$ cat config.mk
export PLATFORM = sky130hd
export DESIGN_NAME = seven_seg_scan_ctrl_flat
export DESIGN_NICKNAME = d
export VERILOG_FILES = /design/src/rtl/seven_seg_scan_ctrl_if.sv /design/src/rtl/seven_seg_scan_ctrl.sv /design/src/flat_wrapper.sv
export SDC_FILE = /design/constraint.sdc
export NUM_CORES = 1
export LEC_CHECK = 0
export CORE_ASPECT_RATIO = 0.75
export CORE_UTILIZATION = 30
export DETAILED_ROUTE_END_ITERATION = 6
export PLACE_DENSITY = 0.56
export SYNTH_ARGS = -nofsm -noshare
export SYNTH_HDL_FRONTEND = slang
export SYNTH_SLANG_ARGS = --single-unit
$ cat constraint.sdc
create_clock -name clk100MHZ -period 3.5 [get_ports clk100MHZ]
set_input_delay 0.525 -clock clk100MHZ [delete_from_list [all_inputs] [get_ports clk100MHZ]]
set_output_delay 0.525 -clock clk100MHZ [all_outputs]
set_load 0.03 [all_outputs]
$ cat src/rtl/seven_seg_scan_ctrl_if.sv
// Display-side bundle for the seven-segment scan controller: frame data,
// load strobe and brightness in; segment/anode drives and frame marker out.
interface seven_seg_scan_ctrl_if #(
    parameter int NUM_DIGITS = 8,
    parameter int BRIGHT_W   = 3
);
    logic [5*NUM_DIGITS-1:0] dig;
    logic [NUM_DIGITS-1:0]   dp;
    logic [NUM_DIGITS-1:0]   blink_en;
    logic [BRIGHT_W-1:0]     brightness;
    logic                    load;
    logic                    frame_start;
    logic [7:0]              SEG;
    logic [NUM_DIGITS-1:0]   AN;

    // Board-level control logic drives frame data and observes the pins.
    modport master (
        output dig, dp, blink_en, brightness, load,
        input  frame_start, SEG, AN
    );

    // The scan controller consumes frame data and drives the pins.
    modport slave (
        input  dig, dp, blink_en, brightness, load,
        output frame_start, SEG, AN
    );
endinterface

$ cat src/rtl/seven_seg_scan_ctrl.sv
// Multiplexed seven-segment scan controller. Cycles one digit at a time
// through NUM_DIGITS anodes, with per-digit decimal point and blink, PWM
// brightness, and a double-buffered frame that only swaps at frame wrap so
// a frame is never shown half old, half new.
module seven_seg_scan_ctrl #(
    parameter int NUM_DIGITS = 8,
    parameter int SCAN_DIV   = 5000,
    parameter int BLINK_DIV  = 50000000,
    parameter int BRIGHT_W   = 3
) (
    input  logic                  clk100MHZ,
    input  logic                  rst_n,
    seven_seg_scan_ctrl_if.slave  bus
);

    localparam int IDX_W   = (NUM_DIGITS > 1) ? $clog2(NUM_DIGITS) : 1;
    localparam int PRESC_W = $clog2(SCAN_DIV);
    localparam int BLINK_W = $clog2(BLINK_DIV);

    localparam logic [IDX_W-1:0]   IDX_LAST   = IDX_W'(NUM_DIGITS - 1);
    localparam logic [PRESC_W-1:0] PRESC_LAST = PRESC_W'(SCAN_DIV - 1);
    localparam logic [BLINK_W-1:0] BLINK_LAST = BLINK_W'(BLINK_DIV - 1);
    localparam logic [4:0]         CODE_BLANK = 5'd17;

    // Scan timing
    logic [PRESC_W-1:0]      presc_cnt;
    logic [IDX_W-1:0]        idx;
    logic                    scan_tick;
    logic                    wrap_tick;

    // Brightness and blink timing
    logic [BRIGHT_W-1:0]     pwm_cnt;
    logic [BLINK_W-1:0]      blink_cnt;
    logic                    blink_phase;

    // Frame buffers
    logic [5*NUM_DIGITS-1:0] pend_dig;
    logic [NUM_DIGITS-1:0]   pend_dp;
    logic [NUM_DIGITS-1:0]   pend_blink;
    logic                    pend_flag;
    logic [5*NUM_DIGITS-1:0] act_dig;
    logic [NUM_DIGITS-1:0]   act_dp;
    logic [NUM_DIGITS-1:0]   act_blink;

    // Current-digit selection
    logic [4:0]              cur_code;
    logic                    cur_dp;
    logic                    cur_blink;
    logic [NUM_DIGITS-1:0]   an_sel;
    logic                    digit_on;

    // Registered pin drives
    logic [7:0]              seg_q;
    logic [NUM_DIGITS-1:0]   an_q;
    logic                    frame_start_q;

    // Active-low {g,f,e,d,c,b,a} pattern for a 5-bit display code.
    function automatic logic [6:0] seg_decode(input logic [4:0] code);
        case (code)
            5'd0:    seg_decode = 7'h40;
            5'd1:    seg_decode = 7'h79;
            5'd2:    seg_decode = 7'h24;
            5'd3:    seg_decode = 7'h30;
            5'd4:    seg_decode = 7'h19;
            5'd5:    seg_decode = 7'h12;
            5'd6:    seg_decode = 7'h02;
            5'd7:    seg_decode = 7'h78;
            5'd8:    seg_decode = 7'h00;
            5'd9:    seg_decode = 7'h10;
            5'd10:   seg_decode = 7'h08;
            5'd11:   seg_decode = 7'h03;
            5'd12:   seg_decode = 7'h46;
            5'd13:   seg_decode = 7'h21;
            5'd14:   seg_decode = 7'h06;
            5'd15:   seg_decode = 7'h0E;
            5'd16:   seg_decode = 7'h3F;
            default: seg_decode = 7'h7F;
        endcase
    endfunction

    assign scan_tick = (presc_cnt == PRESC_LAST);
    assign wrap_tick = scan_tick && (idx == IDX_LAST);

    // Prescaler and digit index: one slot of SCAN_DIV cycles per digit.
    // NOTE: sequential state uses non-blocking assignments so every register
    // in the design samples the same pre-edge values.
    always_ff @(posedge clk100MHZ or negedge rst_n) begin
        if (!rst_n) begin
            presc_cnt <= '0;
            idx       <= '0;
        end else if (scan_tick) begin
            presc_cnt <= '0;
            idx       <= (idx == IDX_LAST) ? '0 : idx + IDX_W'(1);
        end else begin
            presc_cnt <= presc_cnt + PRESC_W'(1);
        end
    end

    // Frame marker: one cycle, the cycle after the index wraps.
    always_ff @(posedge clk100MHZ or negedge rst_n) begin
        if (!rst_n) frame_start_q <= 1'b0;
        else        frame_start_q <= wrap_tick;
    end

    // Free-running PWM phase; wraps naturally at 2^BRIGHT_W.
    always_ff @(posedge clk100MHZ or negedge rst_n) begin
        if (!rst_n) pwm_cnt <= '0;
        else        pwm_cnt <= pwm_cnt + BRIGHT_W'(1);
    end

    // Blink half-period counter; phase flips each time it wraps.
    always_ff @(posedge clk100MHZ or negedge rst_n) begin
        if (!rst_n) begin
            blink_cnt   <= '0;
            blink_phase <= 1'b0;
        end else if (blink_cnt == BLINK_LAST) begin
            blink_cnt   <= '0;
            blink_phase <= ~blink_phase;
        end else begin
            blink_cnt   <= blink_cnt + BLINK_W'(1);
        end
    end

    // Pending frame capture; the latest load in a frame overwrites earlier ones.
    // NOTE: the pending buffer is not reset; it is only read while pend_flag
    // is set, and pend_flag itself is reset.
    always_ff @(posedge clk100MHZ) begin
        if (bus.load) begin
            pend_dig   <= bus.dig;
            pend_dp    <= bus.dp;
            pend_blink <= bus.blink_en;
        end
    end

    // Pending flag: raised by load, consumed at frame wrap (wrap wins).
    always_ff @(posedge clk100MHZ or negedge rst_n) begin
        if (!rst_n)         pend_flag <= 1'b0;
        else if (wrap_tick) pend_flag <= 1'b0;
        else if (bus.load)  pend_flag <= 1'b1;
    end

    // Active frame: only changes on the wrapping tick; a load in that very
    // cycle bypasses the pending copy so the newest data is shown at once.
    always_ff @(posedge clk100MHZ or negedge rst_n) begin
        if (!rst_n) begin
            act_dig   <= {NUM_DIGITS{CODE_BLANK}};
            act_dp    <= '0;
            act_blink <= '0;
        end else if (wrap_tick) begin
            if (bus.load) begin
                act_dig   <= bus.dig;
                act_dp    <= bus.dp;
                act_blink <= bus.blink_en;
            end else if (pend_flag) begin
                act_dig   <= pend_dig;
                act_dp    <= pend_dp;
                act_blink <= pend_blink;
            end
        end
    end

    // Select the current digit's code, dp and blink bit plus its anode mask.
    // NOTE: every output gets a default before the loop so no path leaves
    // one unassigned, which would infer a latch.
    always_comb begin
        cur_code  = CODE_BLANK;
        cur_dp    = 1'b0;
        cur_blink = 1'b0;
        an_sel    = '1;
        for (int i = 0; i < NUM_DIGITS; i++) begin
            if (idx == IDX_W'(i)) begin
                cur_code  = act_dig[5*i +: 5];
                cur_dp    = act_dp[i];
                cur_blink = act_blink[i];
                an_sel[i] = 1'b0;
            end
        end
    end

    // Digit is lit when inside its PWM duty window and not blinked off.
    assign digit_on = (pwm_cnt <= bus.brightness) && !(blink_phase && cur_blink);

    // Pin registers: anode and segments update together from the same index,
    // so a digit change never shows the previous digit's pattern.
    always_ff @(posedge clk100MHZ or negedge rst_n) begin
        if (!rst_n) begin
            seg_q <= 8'hFF;
            an_q  <= '1;
        end else if (digit_on) begin
            seg_q <= {~cur_dp, seg_decode(cur_code)};
            an_q  <= an_sel;
        end else begin
            seg_q <= 8'hFF;
            an_q  <= '1;
        end
    end

    assign bus.SEG         = seg_q;
    assign bus.AN          = an_q;
    assign bus.frame_start = frame_start_q;

endmodule

$ cat src/flat_wrapper.sv
// flat-port wrapper written by rule: the top's interface ports become plain ports
module seven_seg_scan_ctrl_flat 
#(
    parameter int NUM_DIGITS = 8,
    parameter int SCAN_DIV   = 5000,
    parameter int BLINK_DIV  = 50000000,
    parameter int BRIGHT_W   = 3
)
  (clk100MHZ, rst_n, bus_dig, bus_dp, bus_blink_en, bus_brightness, bus_load, bus_frame_start, bus_SEG, bus_AN);
  seven_seg_scan_ctrl_if #(.NUM_DIGITS(NUM_DIGITS), .BRIGHT_W(BRIGHT_W)) bus_i ();
  input  logic clk100MHZ;
  input  logic rst_n;
  input wire logic [$bits(bus_i.dig)-1:0] bus_dig;
  input wire logic [$bits(bus_i.dp)-1:0] bus_dp;
  input wire logic [$bits(bus_i.blink_en)-1:0] bus_blink_en;
  input wire logic [$bits(bus_i.brightness)-1:0] bus_brightness;
  input wire logic [$bits(bus_i.load)-1:0] bus_load;
  output wire logic [$bits(bus_i.frame_start)-1:0] bus_frame_start;
  output wire logic [$bits(bus_i.SEG)-1:0] bus_SEG;
  output wire logic [$bits(bus_i.AN)-1:0] bus_AN;
  assign bus_i.dig = bus_dig;
  assign bus_i.dp = bus_dp;
  assign bus_i.blink_en = bus_blink_en;
  assign bus_i.brightness = bus_brightness;
  assign bus_i.load = bus_load;
  assign bus_frame_start = bus_i.frame_start;
  assign bus_SEG = bus_i.SEG;
  assign bus_AN = bus_i.AN;
  seven_seg_scan_ctrl #(.NUM_DIGITS(NUM_DIGITS), .SCAN_DIV(SCAN_DIV), .BLINK_DIV(BLINK_DIV), .BRIGHT_W(BRIGHT_W)) u_core (.clk100MHZ(clk100MHZ), .rst_n(rst_n), .bus(bus_i));
endmodule
; Yosys cells after proc, flatten, opt, wreduce, memory -nomap -nowiden
; Memories as Yosys holds them, arrays and structs flattened.
; Index checks and enable logic that the tools add are counted.
[op_classes]
add_sub_neg = 4
multipliers = 0
div = 0
order_cmp = 1
eq_ne = 9
shift = 0
mux = 45
n_bitwise = 2
reduce_logical = 8
[ops]
columns = cell, n
row1 = 40-bit two-way mux, 2
row2 = 8-bit two-way mux, 6
row3 = 5-bit two-way mux, 8
row4 = 26-bit by 1-bit adder with 26-bit output (second input constant), 1
row5 = 26-bit equality test (second input constant), 1
row6 = 1-bit two-way mux, 26
row7 = 26-bit two-way mux, 1
row8 = 13-bit by 1-bit adder with 13-bit output (second input constant), 1
row9 = 13-bit equality test (second input constant), 1
row10 = 13-bit two-way mux, 1
row11 = 3-bit equality test (second input constant), 4
row12 = 3-bit by 1-bit adder with 3-bit output (second input constant), 2
row13 = 3-bit by 2-bit equality test with 1-bit output (second input constant), 2
row14 = 2-bit nonzero test, 2
row15 = 3-bit by 1-bit equality test with 1-bit output (second input constant), 1
row16 = 3-bit less-or-equal comparator, 1
row17 = 1-bit logical AND, 3
row18 = 3-bit logical NOT, 1
row19 = 3-bit two-way mux, 1
row20 = 1-bit inverter, 2
row21 = 2-bit AND reduction, 1
row22 = 1-bit logical NOT, 1
[word_totals]
register_bits = 176
latch_bits = 0
ram_bits = 0
romBits = 224
input_bits = 62
output_inout_bits = 17
word_cells = 85
n_memories = 1
[memory_table]
columns = name, depth, width, rd, rd_clocked_by_memory_dff, wr, line_no
row1 = (name not given), 32, 7, 1, 0, 0, seven_seg_scan_ctrl.sv:59  ; case (code)

; Longest topological paths before layout
[depth]
word_depth = 13
depth_mapped = 14
mapped_depth_nobuf = 12

; Least setup slack after synthesis
; Ideal clock, no wire load.
[synth_timing]
path_kind = flip-flop to flip-flop
startpoint = register u_core.idx[0]
endpoint = register u_core.seg_q[5], in the netlist u_core.bus.SEG[5]
setup_time_ns = 0.083
t_arrival_ns = 2.679
required_ns = 3.417
path_slack_ns = 0.738
path_stages_with_launch = 13
n_path_buf = 1
synth_period_minus_slack_ns = 2.762
cell_sequence = dfrtp_1 -> ha_1 -> ha_1 -> inv_1 -> clkbuf_1 -> o21ai_0 -> or3_1 -> o211ai_1 -> inv_1 -> ha_1 -> nor2_1 -> a21oi_1 -> a221o_1
[synth_via]
elab_chain_len = 13
word_cells_on_any_way = 29
cone_classes = eq/ne (7) / mux (17) / reduce/logical (4) / memory (1)
[synth_lines]
columns = element, line_no
row1 = "start, declared", seven_seg_scan_ctrl.sv:27  ; logic [IDX_W-1:0] idx;
row2 = "start signal, assigned", seven_seg_scan_ctrl.sv:93  ; idx <= (idx == IDX_LAST) ? '0 : idx + IDX_W'(1);
row3 = "parallel branches: the longest is 12 deep, another holds memory read 32 x 7 bit", --
row4 = 8-bit two-way mux (*), seven_seg_scan_ctrl.sv:189  ; end else if (digit_on) begin
row5 = "end signal, assigned", seven_seg_scan_ctrl.sv:190  ; seg_q <= {~cur_dp, seg_decode(cur_code)};
row6 = "end, declared", seven_seg_scan_ctrl.sv:53  ; logic [7:0] seg_q;
; Every way passes the cells marked *.
; A chain may end at the register's enable or synchronous reset.

; Worst setup path in the final report
; Ends and elaborated chain as after synthesis.

==> flow_summary.yaml <==
global_routing:
  grt_pass1_wl_mm: 28.23
  grt_use_total_pct: 13.42
  antenna_found_initial: 0
  grt_pass1_vias: 5068
  gr-total-overflow: 0
  grt_max_degree: 121
floorplanning:
  rows: 51
  die_x_um: 191.0
  die_area_sq_um: 27460
  initial_core_util_pct: 30.73
  pin_count: 79
  core_area_sq_um: 26160
  die_h_um: 143.8
setup_path:
  crit_buf_inv: 2
  r2r-end: "u_core.bus.SEG[5]"
  cp_max_fo: 15
  slowest_delay_ps: 530
  r2r_slack_ps: 440
  ff2ff_path_depth: 11
  r2r-start: "u_core.idx[0]"
  cp-end-kind: "flop"
  start_kind: "flop"
  crit_chain: "inv_1 -> ha_1 -> nand2_1 -> or3_1 -> o21ai_0 -> a21o_1 -> inv_1 -> ha_1 -> nor2_1 -> a21oi_1 -> a221o_1"
  arrival_ps: 3420
  critPathRequiredTime_ps: 3860
  path_delay_family: "adder cells"
  crit_path_top_delay_cell: "ha_1"
  path_class: "reg2reg"
logic_synthesis:
  syn_nets: 772
  synthesis.area_sq_um: 8039
  syn_inst: 691
  async_flop_share_pct: 68.18
  synth_cell_types: 59
  synth_edf_count: 56
  synth_ff_type: "dfrtp_1"
  yosysWarnings: 0
  avgSynthCellArea_sq_um: 11.63
  synth-seq-cells: 176
  seq_area_frac_synth_pct: 58.77
routing:
  firstDrtPassIters: 6
  vias: 5246
  avgRoutedWirePerCell_um: 15.56
  wirelength_mm: 17.52
  route.detailed.drc: 0
  viasPerCell: 4.659
  drtIter0Drc: 379
  drtAntennaViolNets: 0
clock_network:
  cts_hold_buf: 0
  root_buffer: "clkbuf_16"
  path_clk_slew_ps: 60
  insertion_delay_ps: 440
  numCtsBuffers: 17
  h-tree-depth: 4
  clock-sinks: 176
  clockBufferDepth: 2
  cts_resized: 0
  cts_tree: "built"
  postCtsSetupBuffers: 0
power:
  p_leak_nw: 4.128
  power_density_nw_per_um2: 459.9
  vdd_ir_drop_max_mv: 0.3307
final_layout:
  drive_above_1_share_pct: 13.30
  final_nets: 850
  final_core_util_pct: 37.69
  syn_to_final_growth_pct: 22.65
  diodes: 0
timing:
  final.min_clock_period_ps: 3063
  skew_ps: 11.44
  tightest_slew_ps: 702.6
  post-route-period-util_pct: 87.52
  setup_violations: 0
  worst_slew_margin_rel_pct: 53.16
  hold_viol_final: 0
  fmax_mhz: 326.5
  rsz0062_at_grt: "no"
  setup_tns_ps: 0
  slew_viol_final: 0
outcome:
  status: "complete, no violations"
hold_path:
  holdCritPathClass: "in2async"
placed_design:
  port_buffers: 78
  hpwl_mm: 12.35
  globalplace.congestion: 0.7962
job:
  max_cap_violations: 0
==> synthesized netlist by cell type, types with 19 or more instances <==
master    count  share of area (%)
inv_1        25                1.2
a21oi_1      20                1.2
mux2i_1      59                7.3
ha_1         19                3.0
o21ai_1      35                2.2
nand3_1      22                1.4
xor2_1       21                2.3
dfrtp_1      88                 27
nor2_1       40                1.9
o21ai_2      23                2.5
dfstp_2      32                 10
edfxtp_1     56                 21
nand2_1      95                4.4
==> cell families (layout without fill, tap and decap cells) <==
group | Yosys count | after routing | synth area share (%)
AOI/OAI and AO/OA | 128 | 128 | 10.63
xor gates and xnor gates | 37 | 37 | 4.031
adders and majority gates | 19 | 19 | 2.957
buffers and inverters | 59 | 150 | 3.704
DFF | 176 | 176 | 58.77
muxes | 59 | 59 | 7.346
and+or+nand+nor | 213 | 213 | 12.56
==> placed cells by master (no fill, tap or decap), drive strengths merged, types with 2 or more instances in the layout <==
cell           instances
nor4bb                 2
nor4                   2
nand2b                 3
bufinv                 5
clkbuf                22
dfstp                 32
o21ai                 70
or4b                   2
a21oi                 21
clkinv                 4
o211ai                 4
clkdlybuf4s50         76
nand2                 95
o22ai                  4
nand3                 22
a221o                  4
xnor2                 16
nand3b                 4
a21o                   4
mux2i                 59
nand4                  7
ha                    19
nor2                  40
nor3                   7
a221oi                 5
a311oi                 2
or3                    4
buf                   17
nor2b                  8
dfrtp                 88
xor2                  21
and3                   5
a211oi                 2
and2                   5
inv                   26
and4                   3
edfxtp                56
==> power by group <==
group | switching, mW | total (mW) | internal, mW | leakage [nW]
Sequential | 0.0132 | 2.20 | 2.19 | 2.07
Combinational | 0.122 | 0.229 | 0.107 | 1.74
Clock | 0.793 | 2.10 | 1.31 | 0.313
==> metrics by stage <==
step	power [mW]	setup slack [ps]	instances	hold WS, ps	area [sq um]
floorplan	2.319	737.7	691	229.4	8039
global placement	2.476	625.2	1094	439.9	9213
detailed placement	2.478	458.1	1094	444.8	9213
CTS	4.596	451.7	1126	212.1	9859
global route	4.677	69.66	1126	222.9	9859
finish	4.535	437.0	1126	154.8	9859
==> flip-flops by register name, summed over array words and instances, names as in the netlist <==
name and count:
u_core.pend_blink 8, u_core.bus.AN 8, u_core.bus.frame_start 1, u_core.blink_phase 1, u_core.bus.SEG 8, u_core.pend_dp 8
u_core.presc_cnt 13, u_core.pwm_cnt 3, u_core.blink_cnt 26, u_core.act_dp 8, u_core.pend_flag 1, u_core.act_dig 40
u_core.idx 3, u_core.pend_dig 40, u_core.act_blink 8
==> worst max-delay path by stage <==
stage | to | from | cells past startpoint | slack (ps)
final | u_core.bus.SEG[5] | u_core.idx[0] | 11 | 440
after global routing | u_core.bus.SEG[5] | u_core.idx[1] | 11 | 70
after CTS | u_core.bus.SEG[5] | u_core.idx[1] | 11 | 450
after detailed placement | u_core.bus.SEG[5] | u_core.idx[1] | 11 | 460
after global placement | u_core.bus.SEG[5] | u_core.idx[1] | 11 | 630
after floorplan | u_core.bus.SEG[5] | u_core.idx[0] | 12 | 740
==> layout make-up <==
class                   count  area [sq um]
clock inverters            10         181.4
fillers                  2559         16300
multi-input cells         456          3025
flip-flops and latches    176          4725
repair buffers             93         938.4
inverters                  25         93.84
clock buffers              22         465.4
well taps                 344         430.4
==> routing by layer <==
metal  vias up  global-route usage [%]  share of wire, %
met5         -                       0                 0
met4         0                   4.042               1.0
met3        12                   3.101               4.9
met2       122                   18.06                40
met1      2516                   20.78                54
li1       2596                       -                 -
Power figures use the tool's default switching activity.
